**config.mk**
```make
export PLATFORM = sky130hd
export DESIGN_NAME = mod_lsu
export DESIGN_NICKNAME = d
export VERILOG_FILES = /design/src/rtl/mem_pkg.sv /design/src/rtl/mod_lsu_align.sv /design/src/rtl/mod_lsu.sv
export SDC_FILE = /design/constraint.sdc
export NUM_CORES = 1
export LEC_CHECK = 0
export CORE_ASPECT_RATIO = 0.7
export CORE_MARGIN = 5
export CORE_UTILIZATION = 37
export CTS_CLUSTER_DIAMETER = 120
export DETAILED_ROUTE_END_ITERATION = 10
export PLACE_DENSITY = 0.7
export SLEW_MARGIN = 20
export SYNTH_ARGS = -nofsm -noshare
export SYNTH_HDL_FRONTEND = slang
export SYNTH_SLANG_ARGS = --single-unit
```
**constraint.sdc**
```tcl
create_clock -name clk_i -period 2.15 [get_ports clk_i]
set_input_delay 0.43 -clock clk_i [delete_from_list [all_inputs] [get_ports clk_i]]
set_output_delay 0.43 -clock clk_i [all_outputs]
set_load 0.02 [all_outputs]
```
**src/rtl/mem_pkg.sv**
```systemverilog
// Shared definitions for the load/store path: RV32I funct3 codes,
// LSU state encoding and byte-enable templates.
package mem_pkg;

  localparam logic [2:0] F3_B  = 3'b000;
  localparam logic [2:0] F3_H  = 3'b001;
  localparam logic [2:0] F3_W  = 3'b010;
  localparam logic [2:0] F3_BU = 3'b100;
  localparam logic [2:0] F3_HU = 3'b101;

  // Byte-enable templates before shifting into the addressed lane.
  localparam logic [3:0] BE_NONE = 4'b0000;
  localparam logic [3:0] BE_BYTE = 4'b0001;
  localparam logic [3:0] BE_HALF = 4'b0011;
  localparam logic [3:0] BE_WORD = 4'b1111;

  typedef enum logic [1:0] {
    IDLE = 2'd0,
    BUSY = 2'd1,
    DONE = 2'd2
  } lsu_state_e;

endpackage

```
**src/rtl/mod_lsu_align.sv**
```systemverilog
// Combinational access decoder: byte enables, fault detection, store-lane
// shifting and load extraction/extension for one funct3/offset pair.
module mod_lsu_align
  import mem_pkg::*;
#(
  parameter int XLEN = 32,
  parameter int BE_W = 4
) (
  input  logic            store_i,
  input  logic [2:0]      funct3_i,
  input  logic [1:0]      off_i,
  input  logic [XLEN-1:0] wdata_i,
  input  logic [XLEN-1:0] rdata_raw_i,
  output logic [BE_W-1:0] be_o,
  output logic            fault_o,
  output logic [XLEN-1:0] wdata_o,
  output logic [XLEN-1:0] rdata_o
);

  logic [XLEN-1:0] raw_shift;

  assign wdata_o   = wdata_i << {off_i, 3'b000};
  assign raw_shift = rdata_raw_i >> {off_i, 3'b000};

  // Byte enables plus misalignment/illegal-encoding detection.
  always_comb begin
    be_o    = BE_NONE;
    fault_o = 1'b0;
    case (funct3_i)
      F3_B, F3_BU: be_o = BE_BYTE << off_i;
      F3_H, F3_HU: begin
        be_o    = BE_HALF << off_i;
        fault_o = off_i[0];
      end
      F3_W: begin
        be_o    = BE_WORD;
        fault_o = (off_i != 2'b00);
      end
      default: fault_o = 1'b1;
    endcase
    if (store_i && (funct3_i == F3_BU || funct3_i == F3_HU)) begin
      fault_o = 1'b1;
    end
  end

  // Extract the addressed byte/half from the lane-shifted word and extend it.
  always_comb begin
    rdata_o = raw_shift;
    case (funct3_i)
      F3_B:    rdata_o = {{(XLEN-8){raw_shift[7]}}, raw_shift[7:0]};
      F3_BU:   rdata_o = {{(XLEN-8){1'b0}}, raw_shift[7:0]};
      F3_H:    rdata_o = {{(XLEN-16){raw_shift[15]}}, raw_shift[15:0]};
      F3_HU:   rdata_o = {{(XLEN-16){1'b0}}, raw_shift[15:0]};
      default: rdata_o = raw_shift;
    endcase
  end

endmodule

```
**src/rtl/mod_lsu.sv**
```systemverilog
// Load/store unit: turns a held MEM-stage request into one strobe handshake
// with the memory controller and returns the extended load result.
module mod_lsu
  import mem_pkg::*;
#(
  parameter int XLEN = 32,
  parameter int BE_W = 4
) (
  input  logic            clk_i,
  input  logic            rst_ni,
  input  logic            req_valid_i,
  input  logic            req_store_i,
  input  logic [2:0]      req_funct3_i,
  input  logic [XLEN-1:0] req_addr_i,
  input  logic [XLEN-1:0] req_wdata_i,
  output logic            stall_o,
  output logic            done_o,
  output logic [XLEN-1:0] rdata_o,
  output logic            fault_o,
  output logic [XLEN-1:0] loadstore_address_o,
  output logic            loadstore_address_stb_o,
  output logic [XLEN-1:0] loadstore_writedata_o,
  output logic            loadstore_writedata_stb_o,
  output logic [BE_W-1:0] loadstore_byteenable_o,
  input  logic [XLEN-1:0] loadstore_readdata_i,
  input  logic            loadstore_stb_i
);

  lsu_state_e      state_q, state_d;
  logic [XLEN-1:0] addr_q, addr_d;
  logic [BE_W-1:0] be_q, be_d;
  logic [XLEN-1:0] wdata_q, wdata_d;
  logic [2:0]      funct3_q, funct3_d;
  logic [1:0]      off_q, off_d;
  logic            store_q, store_d;
  logic            astb_q, astb_d;
  logic            wstb_q, wstb_d;
  logic            fault_q, fault_d;
  logic [XLEN-1:0] rdata_q, rdata_d;

  logic [BE_W-1:0] req_be;
  logic            req_fault;
  logic [XLEN-1:0] req_wdata_sh;
  logic [XLEN-1:0] resp_rdata;

  logic [XLEN-1:0] unused_req_rdata;
  logic [BE_W-1:0] unused_resp_be;
  logic            unused_resp_fault;
  logic [XLEN-1:0] unused_resp_wdata;

  // Request side works on the live fields from the MEM stage.
  mod_lsu_align #(.XLEN(XLEN), .BE_W(BE_W)) u_align_req (
    .store_i     (req_store_i),
    .funct3_i    (req_funct3_i),
    .off_i       (req_addr_i[1:0]),
    .wdata_i     (req_wdata_i),
    .rdata_raw_i (loadstore_readdata_i),
    .be_o        (req_be),
    .fault_o     (req_fault),
    .wdata_o     (req_wdata_sh),
    .rdata_o     (unused_req_rdata)
  );

  // Response side works on the fields captured when the access was issued.
  mod_lsu_align #(.XLEN(XLEN), .BE_W(BE_W)) u_align_resp (
    .store_i     (store_q),
    .funct3_i    (funct3_q),
    .off_i       (off_q),
    .wdata_i     (wdata_q),
    .rdata_raw_i (loadstore_readdata_i),
    .be_o        (unused_resp_be),
    .fault_o     (unused_resp_fault),
    .wdata_o     (unused_resp_wdata),
    .rdata_o     (resp_rdata)
  );

  // State and captured-access registers; reset abandons any in-flight access.
  always_ff @(posedge clk_i or negedge rst_ni) begin
    if (!rst_ni) begin
      state_q  <= IDLE;
      addr_q   <= '0;
      be_q     <= '0;
      wdata_q  <= '0;
      funct3_q <= '0;
      off_q    <= '0;
      store_q  <= 1'b0;
      astb_q   <= 1'b0;
      wstb_q   <= 1'b0;
      fault_q  <= 1'b0;
      rdata_q  <= '0;
    end else begin
      state_q  <= state_d;
      addr_q   <= addr_d;
      be_q     <= be_d;
      wdata_q  <= wdata_d;
      funct3_q <= funct3_d;
      off_q    <= off_d;
      store_q  <= store_d;
      astb_q   <= astb_d;
      wstb_q   <= wstb_d;
      fault_q  <= fault_d;
      rdata_q  <= rdata_d;
    end
  end

  // Next-state logic: issue in IDLE, hold strobes in BUSY until the
  // controller pulses, then a single DONE cycle back to IDLE.
  always_comb begin
    state_d  = state_q;
    addr_d   = addr_q;
    be_d     = be_q;
    wdata_d  = wdata_q;
    funct3_d = funct3_q;
    off_d    = off_q;
    store_d  = store_q;
    astb_d   = astb_q;
    wstb_d   = wstb_q;
    fault_d  = fault_q;
    rdata_d  = rdata_q;
    case (state_q)
      IDLE: begin
        if (req_valid_i) begin
          if (req_fault) begin
            fault_d = 1'b1;
            state_d = DONE;
          end else begin
            fault_d  = 1'b0;
            addr_d   = {req_addr_i[XLEN-1:2], 2'b00};
            be_d     = req_be;
            wdata_d  = req_wdata_sh;
            funct3_d = req_funct3_i;
            off_d    = req_addr_i[1:0];
            store_d  = req_store_i;
            astb_d   = 1'b1;
            wstb_d   = req_store_i;
            state_d  = BUSY;
          end
        end
      end
      BUSY: begin
        if (loadstore_stb_i) begin
          astb_d  = 1'b0;
          wstb_d  = 1'b0;
          if (!store_q) begin
            rdata_d = resp_rdata;
          end
          state_d = DONE;
        end
      end
      DONE:    state_d = IDLE;
      default: state_d = IDLE;
    endcase
  end

  assign done_o                    = (state_q == DONE);
  assign fault_o                   = done_o && fault_q;
  assign stall_o                   = req_valid_i && !done_o;
  assign rdata_o                   = rdata_q;
  assign loadstore_address_o       = addr_q;
  assign loadstore_address_stb_o   = astb_q;
  assign loadstore_writedata_o     = wdata_q;
  assign loadstore_writedata_stb_o = wstb_q;
  assign loadstore_byteenable_o    = be_q;

endmodule
```
[After elaboration in Yosys (flattened, before gate mapping)]
Cells that the tools add are included.
Cells by class
  reduce and logical (&&, ||, !) cells: 17
  bitwise gates (word level): 2
  equal/unequal tests: 12
  multiplexer cells: 16
  shifts and indexed selects: 4
Operators with widths (count)
  32-bit one-hot mux with 4 select lines: 1
  32-bit by 5-bit << shifter with 32-bit output: 1
  32-bit by 5-bit right shift with 32-bit output: 1
  3-bit == test (second input constant): 4
  4-bit one-hot mux with 3 select lines: 1
  1-bit two-way mux: 7
  3-bit by 1-bit == test with 1-bit output (second input constant): 2
  3-bit logical NOT: 2
  2-bit two-way mux: 3
  2-bit inequality test (second input constant): 3
  3-bit AND reduction: 2
  1-bit one-hot mux with 2 select lines: 2
  2-bit one-hot mux with 2 select lines: 1
  2-bit AND reduction: 2
  4-bit AND reduction: 1
  2-bit nonzero test: 2
  2-bit OR reduction: 2
  1-bit by 2-bit << shifter with 4-bit output (first input constant): 1
  2-bit by 2-bit << shifter with 4-bit output (first input constant): 1
  3-bit by 2-bit == test with 1-bit output (second input constant): 1
  1-bit logical AND: 3
  1-bit one-hot mux with 3 select lines: 1
  2-bit by 1-bit == test with 1-bit output (second input constant): 1
  2-bit == test (second input constant): 1
  4 further kinds: 5
Word-level totals
  register bits after elaboration: 109
  logic and storage cells: 62

[Longest topological paths before layout]
Gate-level depths: netlist of the first run.
  depth after elaboration: 7
  depth in mapped cells: 6
  depth with buffers taken out: 4

[Hierarchy]
A second synthesis of the first run with hierarchy kept.
Unflattened totals
  cell total of the unflattened synthesis: 690
  area, all modules: 7016.7 µm²
Modules (own cells, without submodules)
  mod_lsu: cells each 246, area each 4124.0 µm², seq. area each 2727.6 µm², times used 1
  mod_lsu_align: cells each 222, area each 1446.4 µm², seq. area each 0.0 µm², times used 2

[Least setup slack after synthesis of the first run]
Ideal clock, no wire load.
  kind: register -> register
  start: register state_q[1]
  end: register rdata_q[6] (netlist: rdata_o[6])
  stages on the path, launching flop included: 5
  path slack: 603 ps
  setup time: 125 ps
  clock period less this slack: 1547 ps
  data arrival time: 1423 ps
  cells stage by stage: dfrtp_1 > nand3b_1 > nor2_2 > buf_2 > mux2_2
Between the ends
  cells in the longest elaborated chain, start to end: 2
Ends and longest elaborated chain
  from (decl): line mod_lsu.sv:29  | lsu_state_e state_q, state_d;
  from (signal assigned): line mod_lsu.sv:92  | state_q <= state_d;
  2-bit by 1-bit == test with 1-bit output: line mod_lsu.sv:120  | case (state_q)
  3-bit AND reduction (no line)
  to (signal assigned): line mod_lsu.sv:102  | rdata_q <= rdata_d;
  to (decl): line mod_lsu.sv:39  | logic [XLEN-1:0] rdata_q, rdata_d;
Every way passes these cells.
A chain may end at the register's enable or synchronous reset.

[Worst setup path in the final report of the first run]
  start: register state_q[1]
  end: output port stall_o
Between the ends
  cells in the longest elaborated chain, start to end: 3
Ends and longest elaborated chain
  2-bit == test: line mod_lsu.sv:155  | assign done_o = (state_q == DONE);
  1-bit logical NOT: line mod_lsu.sv:157  | assign stall_o = req_valid_i && !done_o;
  1-bit logical AND: line mod_lsu.sv:157
  to (decl): line mod_lsu.sv:16  | output logic stall_o,
Every way passes these cells.

==> results of run 1 <==
## metal layers
| layer | vias up | global-route usage | part of all wire |
|---|---|---|---|
| met2 | 177 | 0.276 | 0.43 |
| met3 | 16 | 0.0939 | 0.12 |
| met5 | - | 0 | 0 |
| met1 | 2115 | 0.259 | 0.44 |
| li1 | 2083 | - | - |
| met4 | 0 | 0.0498 | 0.013 |
## cell usage in the layout, fill, tap and decap left out, drive strengths merged, types with 2 or more instances in the layout
| cell type | n |
|---|---|
| a22o | 7 |
| nor2 | 37 |
| mux2 | 51 |
| clkinv | 2 |
| mux2i | 33 |
| nand3b | 3 |
| dfrtp | 109 |
| dlygate4sd2 | 3 |
| o22a | 8 |
| conb | 2 |
| clkinvlp | 2 |
| buf | 24 |
| o31ai | 8 |
| nor2b | 20 |
| and2 | 2 |
| a21oi | 50 |
| clkbuf | 12 |
| o21ai | 33 |
| or2 | 2 |
| clkdlybuf4s50 | 201 |
| nand2 | 44 |
| nand2b | 3 |
| a211oi | 16 |
## power groups by stage
stage | registers, mW | logic, mW | clock network [mW]
2_1_floorplan | 4.19 | 1.32 | 0
3_3_place_gp | 3.34 | 4.36 | 0
3_5_place_dp | 3.38 | 4.42 | 0
4_1_cts | 3.35 | 4.43 | 1.77
5_1_grt | 3.46 | 4.67 | 1.85
6_report | 3.35 | 4.38 | 1.71
## through the flow
| step | setup slack (ns) | util |
|---|---|---|
| after floorplan | 0.603 | - |
| after global placement | 0.00566 | 0.545 |
| after detailed placement | -0.0737 | 0.545 |
| after CTS | 0.200 | 0.567 |
| after global routing | 0.108 | 0.567 |
| final | 0.228 | 0.567 |
## sequential cells by signal (all words and copies together) (netlist names)
| register | cells |
|---|---|
| loadstore_writedata_o | 32 |
| rdata_o | 32 |
| loadstore_address_o | 30 |
| loadstore_byteenable_o | 4 |
| funct3_q | 3 |
| off_q | 2 |
| state_q | 2 |
| fault_q | 1 |
| loadstore_address_stb_o | 1 |
| loadstore_writedata_stb_o | 1 |
| store_q | 1 |
## worst paths after layout
check,from,end,cells after the start
worst max-delay path,state_q[1],stall_o,4
worst max register to register,off_q[0],rdata_o[14],5
worst min-delay path,rst_ni,rdata_o[24],2
worst min register to register,loadstore_writedata_o[13],loadstore_writedata_o[13],2
max in group asynchronous,rst_ni,loadstore_address_o[5],2
min in group clk_i,loadstore_writedata_o[13],loadstore_writedata_o[13],2
## cells by family after synthesis
| logic type | count (synthesis) | synth area share |
|---|---|---|
| muxes | 85 | 0.180 |
| other | 1 | 0.000729 |
| and+or+nand+nor | 116 | 0.105 |
| AOI/OAI and AO/OA | 126 | 0.149 |
| DFF | 109 | 0.530 |
| buffers and inverters | 35 | 0.0348 |
## worst max-delay path, delay by kind of cell (launching register included)
| kind | cells | cell delay, ns |
|---|---|---|
| buf+inv | 2 | 0.48 |
| flops | 1 | 0.41 |
| simple gates | 2 | 0.25 |
## timing repair
item	CTS	global route
buffers inserted	0	0
hold buffers	0	0
endpoints found under the hold margin	0	0
endpoints found under the setup margin	3	0
gates resized for setup	3	0
## layout make-up
type | count | area (um^2)
clock buffers | 11 | 253
clock inverters | 5 | 58.8
fillers | 1195 | 5960
inverters | 1 | 3.75
multi-input cells | 329 | 2250
flip-flops and latches | 109 | 2730
well taps | 190 | 238
repair buffers | 229 | 2290
==> impl_metrics.ini, run 1 <==
[global_route]
congestion_overflow_gr = 0
vias_in_the_first_global_route = 4515
track_usage = 0.192
grt_antenna_before_repair = 0
maximum_number_of_pins_on_one_net_before_global_route_repair = 110
grt_first_pass_wirelength_um = 24200

[floorplanning]
core.rowCount = 36
dieArea_um2 = 16400
die_h_um = 109
coreArea_um2 = 13800
fp.dieW_um = 151
io_pins = 209
effective_utilization_at_floorplan = 0.373

[placement]
gp_congestion = 0.864
placed_instance_area_um2 = 7510
portBuffers = 206
detail_placement_hpwl_um = 11900
place.detailed.instances = 858

[worst_setup_path]
worstPathCellList = nor2b_1 > buf_4 > nor2b_1 > dlygate4sd2_1
worst_setup_path_end_kind = primary output
crit_path_frequent_cell = sky130_fd_sc_hd__nor2b_1
worst-setup-path-type = reg -> out
cp_data_arrival_time_ns = 1.49
worstPathRequired_ns = 1.72
regToRegSetupSlack_ns = 0.35
cpPeakStageDelay_ns = 0.41
worst_path_max_delay_cell = sky130_fd_sc_hd__dfrtp_1
path_max_fanout = 5
setup_crit_start_kind = register

[drt]
drc = 0
total_routed_length_um = 15700
route.detailed.wl_per_inst_um = 18.0
count_of_vias_placed_by_the_detailed_router = 4391
antenna_violating_nets_post_route = 0
drt-pass1-iter-count = 4
vias_per_cell = 5.02
initialDrtViolationCount = 145

[sta]
fmax_mhz = 520
clock_skew_ns = 0.00439
fin_crit_sh = 0.894
final.setup.tns_ns = 0
setup_violations = 0
slew_viol_final = 0
timing_hold_violations_final = 0
grt_setup_unrepaired = false
worst-slew-pin-transition_ns = 0.674
min_period_ns = 1.92
max-slew-margin-rel = 0.549
hold_ws_ns = 0.156

[min_path]
timing.hold.worst.class = in -> async

[yosys]
synth.avg_cell_area_um2 = 10.9
seq_area_frac_synth = 0.530
synth_flop_cell = sky130_fd_sc_hd__dfrtp_1
synthesis.area_um2 = 5140
post-synth-top-area-cell = sky130_fd_sc_hd__dfrtp_1
gate_count_after_technology_mapping = 472
synth_edf_count = 0
post_synth_num_cell_types = 37
synth.ff_latch_count = 109
synth_most_common_cell = sky130_fd_sc_hd__dfrtp_1
synth_commonest_cells = sky130_fd_sc_hd__dfrtp_1 (109), sky130_fd_sc_hd__a21oi_1 (49), sky130_fd_sc_hd__nand2_1 (44)
synth.top_cells.by_area = sky130_fd_sc_hd__dfrtp_1 (53%), sky130_fd_sc_hd__mux2_1 (9.4%), sky130_fd_sc_hd__mux2i_1 (6.4%)
ys_warn_count = 0
async_reset_ff_frac = 1.00
yosysTopAreaCellShare = 0.530

[layout]
antenna_cells = 0
area_growth_syn_to_layout_pct = 52.0
final_design_area_no_fill_um2 = 7820
final_net_count = 783
final_layout_size_suffix_gt1_frac = 0.0819
finalNonFillerCells = 874

[power]
combPwrFrac = 0.464
power.ir.vdd_worst_v = 0.000620
internal_power_mw = 5.99
clock_power_share = 0.181
power.sequential.fraction = 0.355
powerDensity_nw_per_um2 = 1210
net_switching_share_of_the_total_power = 0.365
power.static_leakage_nw = 3.27
total_switching_power_mw = 3.45
post-layout-total-power_mw = 9.43

[clock_network]
cts.path.max_buffers = 2
cts.clk_slew.worst_paths_ns = 0.07
cts_sinks = 109
tritoncts_clock_tree = built
cts-htree-levels = 3
clkLatencyLatePin_ns = 0.35
cts_root_buffer = sky130_fd_sc_hd__clkbuf_16
cts_inserted_buffers = 9

[job]
maxCapViolCount = 0

[status]
result_of_the_run = finished, final reports clean
No activity file was read; power rests on OpenSTA's default activity.
==> run 2, diff against run 1 <==
Settings changed: ABC_AREA from default to 1, PLACE_DENSITY 0.7 to 0.69, SETUP_SLACK_MARGIN from default to 0.3.
==> impl_metrics.ini, run 2 <==
[status]
result_of_the_run = finished, final reports clean

[sta]
fmax_mhz = 558
final.setup.tns_ns = 0
hold_ws_ns = 0.118
slew_viol_final = 0
max-slew-margin-rel = 0.575
min_period_ns = 1.79
fin_crit_sh = 0.833
clock_skew_ns = 0.00894
setup_violations = 0
worst-slew-pin-transition_ns = 0.638
timing_hold_violations_final = 0
finalWorstSetupSlack_ns = 0.358
grt_setup_unrepaired = false

[clock_network]
cts.path.max_buffers = 2
cts_root_buffer = sky130_fd_sc_hd__clkbuf_16
tritoncts_clock_tree = built
cts_sinks = 109
cts-htree-levels = 3
cts.clk_slew.worst_paths_ns = 0.08
clkLatencyLatePin_ns = 0.35
cts_inserted_buffers = 9

[worst_setup_path]
path_max_fanout = 2
cpPeakStageDelay_ns = 0.66
setup.worst_path.start = loadstore_address_stb_o
path_buf_inv = 1
cp_data_arrival_time_ns = 1.36
worst_path_max_delay_cell = sky130_fd_sc_hd__clkdlybuf4s50_1
timing.rr.start = funct3_q[1]
worst-setup-path-type = reg -> out
setup_crit_start_kind = register
worstPathRequired_ns = 1.72
worst_setup_path_end_kind = primary output
crit_family = buffers and inverters
worstPathCellList = clkdlybuf4s50_1

[min_path]
timing.hold.worst.class = in -> async

[layout]
finalNonFillerCells = 1162
num-fill-cells = 1408
finalCoreUtilization = 0.552
area_growth_syn_to_layout_pct = 44.5
final_design_area_no_fill_um2 = 8210
final_net_count = 1066
final_layout_size_suffix_gt1_frac = 0.0745
layout.cells.most_common_list = sky130_fd_sc_hd__nand2_1 (341), sky130_fd_sc_hd__clkdlybuf4s50_1 (195), sky130_fd_sc_hd__dfrtp_1 (109)
mostFrequentLayoutCell = sky130_fd_sc_hd__nand2_1
antenna_cells = 0

[drt]
maxUsedRoutingLayer = met4
met3WireLength_um = 1850
drc = 0
count_of_vias_placed_by_the_detailed_router = 5477
route.detailed.wl_per_inst_um = 15.1
initialDrtViolationCount = 442
drt-pass1-iter-count = 5
detail_route.wirelength.met1_um = 8610
total_routed_length_um = 17500
routed-wl-met2_um = 6870
vias_per_cell = 4.71
antenna_violating_nets_post_route = 0

[global_route]
vias_in_the_first_global_route = 5160
grt_first_pass_wirelength_um = 27800
track_usage = 0.195
maximum_number_of_pins_on_one_net_before_global_route_repair = 110
congestion_overflow_gr = 0
grt_antenna_before_repair = 0

[yosys]
seq_area_frac_synth = 0.480
synth_top_family_by_area = simple AND/OR/NAND/NOR gates
yosys.area_share.xor_xnor = 0
synth.top_cells.by_area = sky130_fd_sc_hd__dfrtp_1 (48%), sky130_fd_sc_hd__nand2_1 (23%), sky130_fd_sc_hd__nand3_1 (6.5%)
ys_warn_count = 0
synth.ff_latch_count = 109
post_synth_num_cell_types = 29
synth_commonest_cells = sky130_fd_sc_hd__nand2_1 (341), sky130_fd_sc_hd__dfrtp_1 (109), sky130_fd_sc_hd__nand3_1 (74)
synth_simple_gate_area_share = 0.376
async_reset_ff_frac = 1.00
synth_edf_count = 0
yosysTopAreaCellShare = 0.480
synthesis.area_um2 = 5680
adder_and_majority_gate_portion_of_the_synthesized_area = 0
complex_gate_fraction_of_the_synthesized_area = 0.0570
synth.avg_cell_area_um2 = 7.41
synth_most_common_cell = sky130_fd_sc_hd__nand2_1
synth.area.mux_share = 0
post-synth-top-area-cell = sky130_fd_sc_hd__dfrtp_1
synth_flop_cell = sky130_fd_sc_hd__dfrtp_1
gate_count_after_technology_mapping = 767

[power]
clock_power_share = 0.156
total_switching_power_mw = 4.38
internal_power_mw = 6.15
power.ir.vdd_worst_v = 0.000726
power.static_leakage_nw = 4.07
net_switching_share_of_the_total_power = 0.416
post-layout-total-power_mw = 10.5
power.sequential.fraction = 0.331
combPwrFrac = 0.513
powerDensity_nw_per_um2 = 1280

[floorplanning]
effective_utilization_at_floorplan = 0.382
core.rowCount = 37
io_pins = 209
coreArea_um2 = 14900
dieArea_um2 = 18000
fp.dieW_um = 158
die_h_um = 114

[placement]
portBuffers = 206
place.detailed.instances = 1146
detail_placement_hpwl_um = 13200
pre_cts_worst_setup_slack_ns = 0.0521
gp_congestion = 0.869
placed_instance_area_um2 = 7930

[job]
maxCapViolCount = 0
-- run 2: cell types whose count changed in the layout (fill, tap and decap cells not counted), moves of 24 or more --
| cell | delta |
|---|---|
| sky130_fd_sc_hd__o21ai_0 | +31 |
| sky130_fd_sc_hd__mux2i_1 | -33 |
| sky130_fd_sc_hd__nand3_1 | +73 |
| sky130_fd_sc_hd__nand2_1 | +297 |
| sky130_fd_sc_hd__inv_1 | +34 |
| sky130_fd_sc_hd__mux2_1 | -43 |
| sky130_fd_sc_hd__nor2_1 | +24 |
| sky130_fd_sc_hd__a21oi_1 | -39 |
-- run 2: metal layers --
layer,up-vias,GRT usage
met1,2455,0.304
met4,0,0.0398
met3,17,0.0728
li1,2784,-
met5,-,0
met2,221,0.253
-- run 2: cell type report --
type / count / area (um^2) / area share
Clock buffer: 10 / 229 / 0.0279
Clock inverter: 6 / 56.3 / 0.00686
Inverter: 42 / 158 / 0.0192
Multi-Input combinational cell: 571 / 2470 / 0.301
Sequential cell: 109 / 2730 / 0.332
Tap cell: 195 / 244 / 0.0297
Timing Repair Buffer: 229 / 2330 / 0.283
-- run 2: cells by family (layout without fill, tap and decap cells) --
family / Yosys count / after routing
buffers and inverters: 88 / 287
other: 1 / 2
flip-flops: 109 / 109
AND/OR/NAND/NOR: 509 / 509
AO/OA/AOI/OAI: 60 / 60
-- run 2: timing repair --
item | CTS | global route
hold buffers | 0 | 0
buffers inserted | 0 | 0
resized for setup | 7 | 9
pin swaps | 0 | 0
endpoints found under the setup margin | 6 | 10
-- run 2: worst paths after layout --
kind,end,slack (ns),cells after the start
worst max-delay path,loadstore_address_stb_o,0.36,1
worst min-delay path,loadstore_writedata_o[13],0.12,2
min in group clk_i,loadstore_address_o[16],0.48,2
worst min register to register,loadstore_address_o[16],0.48,2
max in group asynchronous,loadstore_writedata_o[6],1.52,2
worst max register to register,rdata_o[8],0.52,7
-- run 2: power groups by stage --
stage          clock, mW  combinational [mW]  sequential (mW)
4_1_cts             1.70                5.46             3.50
6_report            1.64                5.40             3.49
2_1_floorplan          0                1.97             4.45
3_3_place_gp           0                5.45             3.50
3_5_place_dp           0                5.48             3.50
5_1_grt             1.78                5.89             3.61
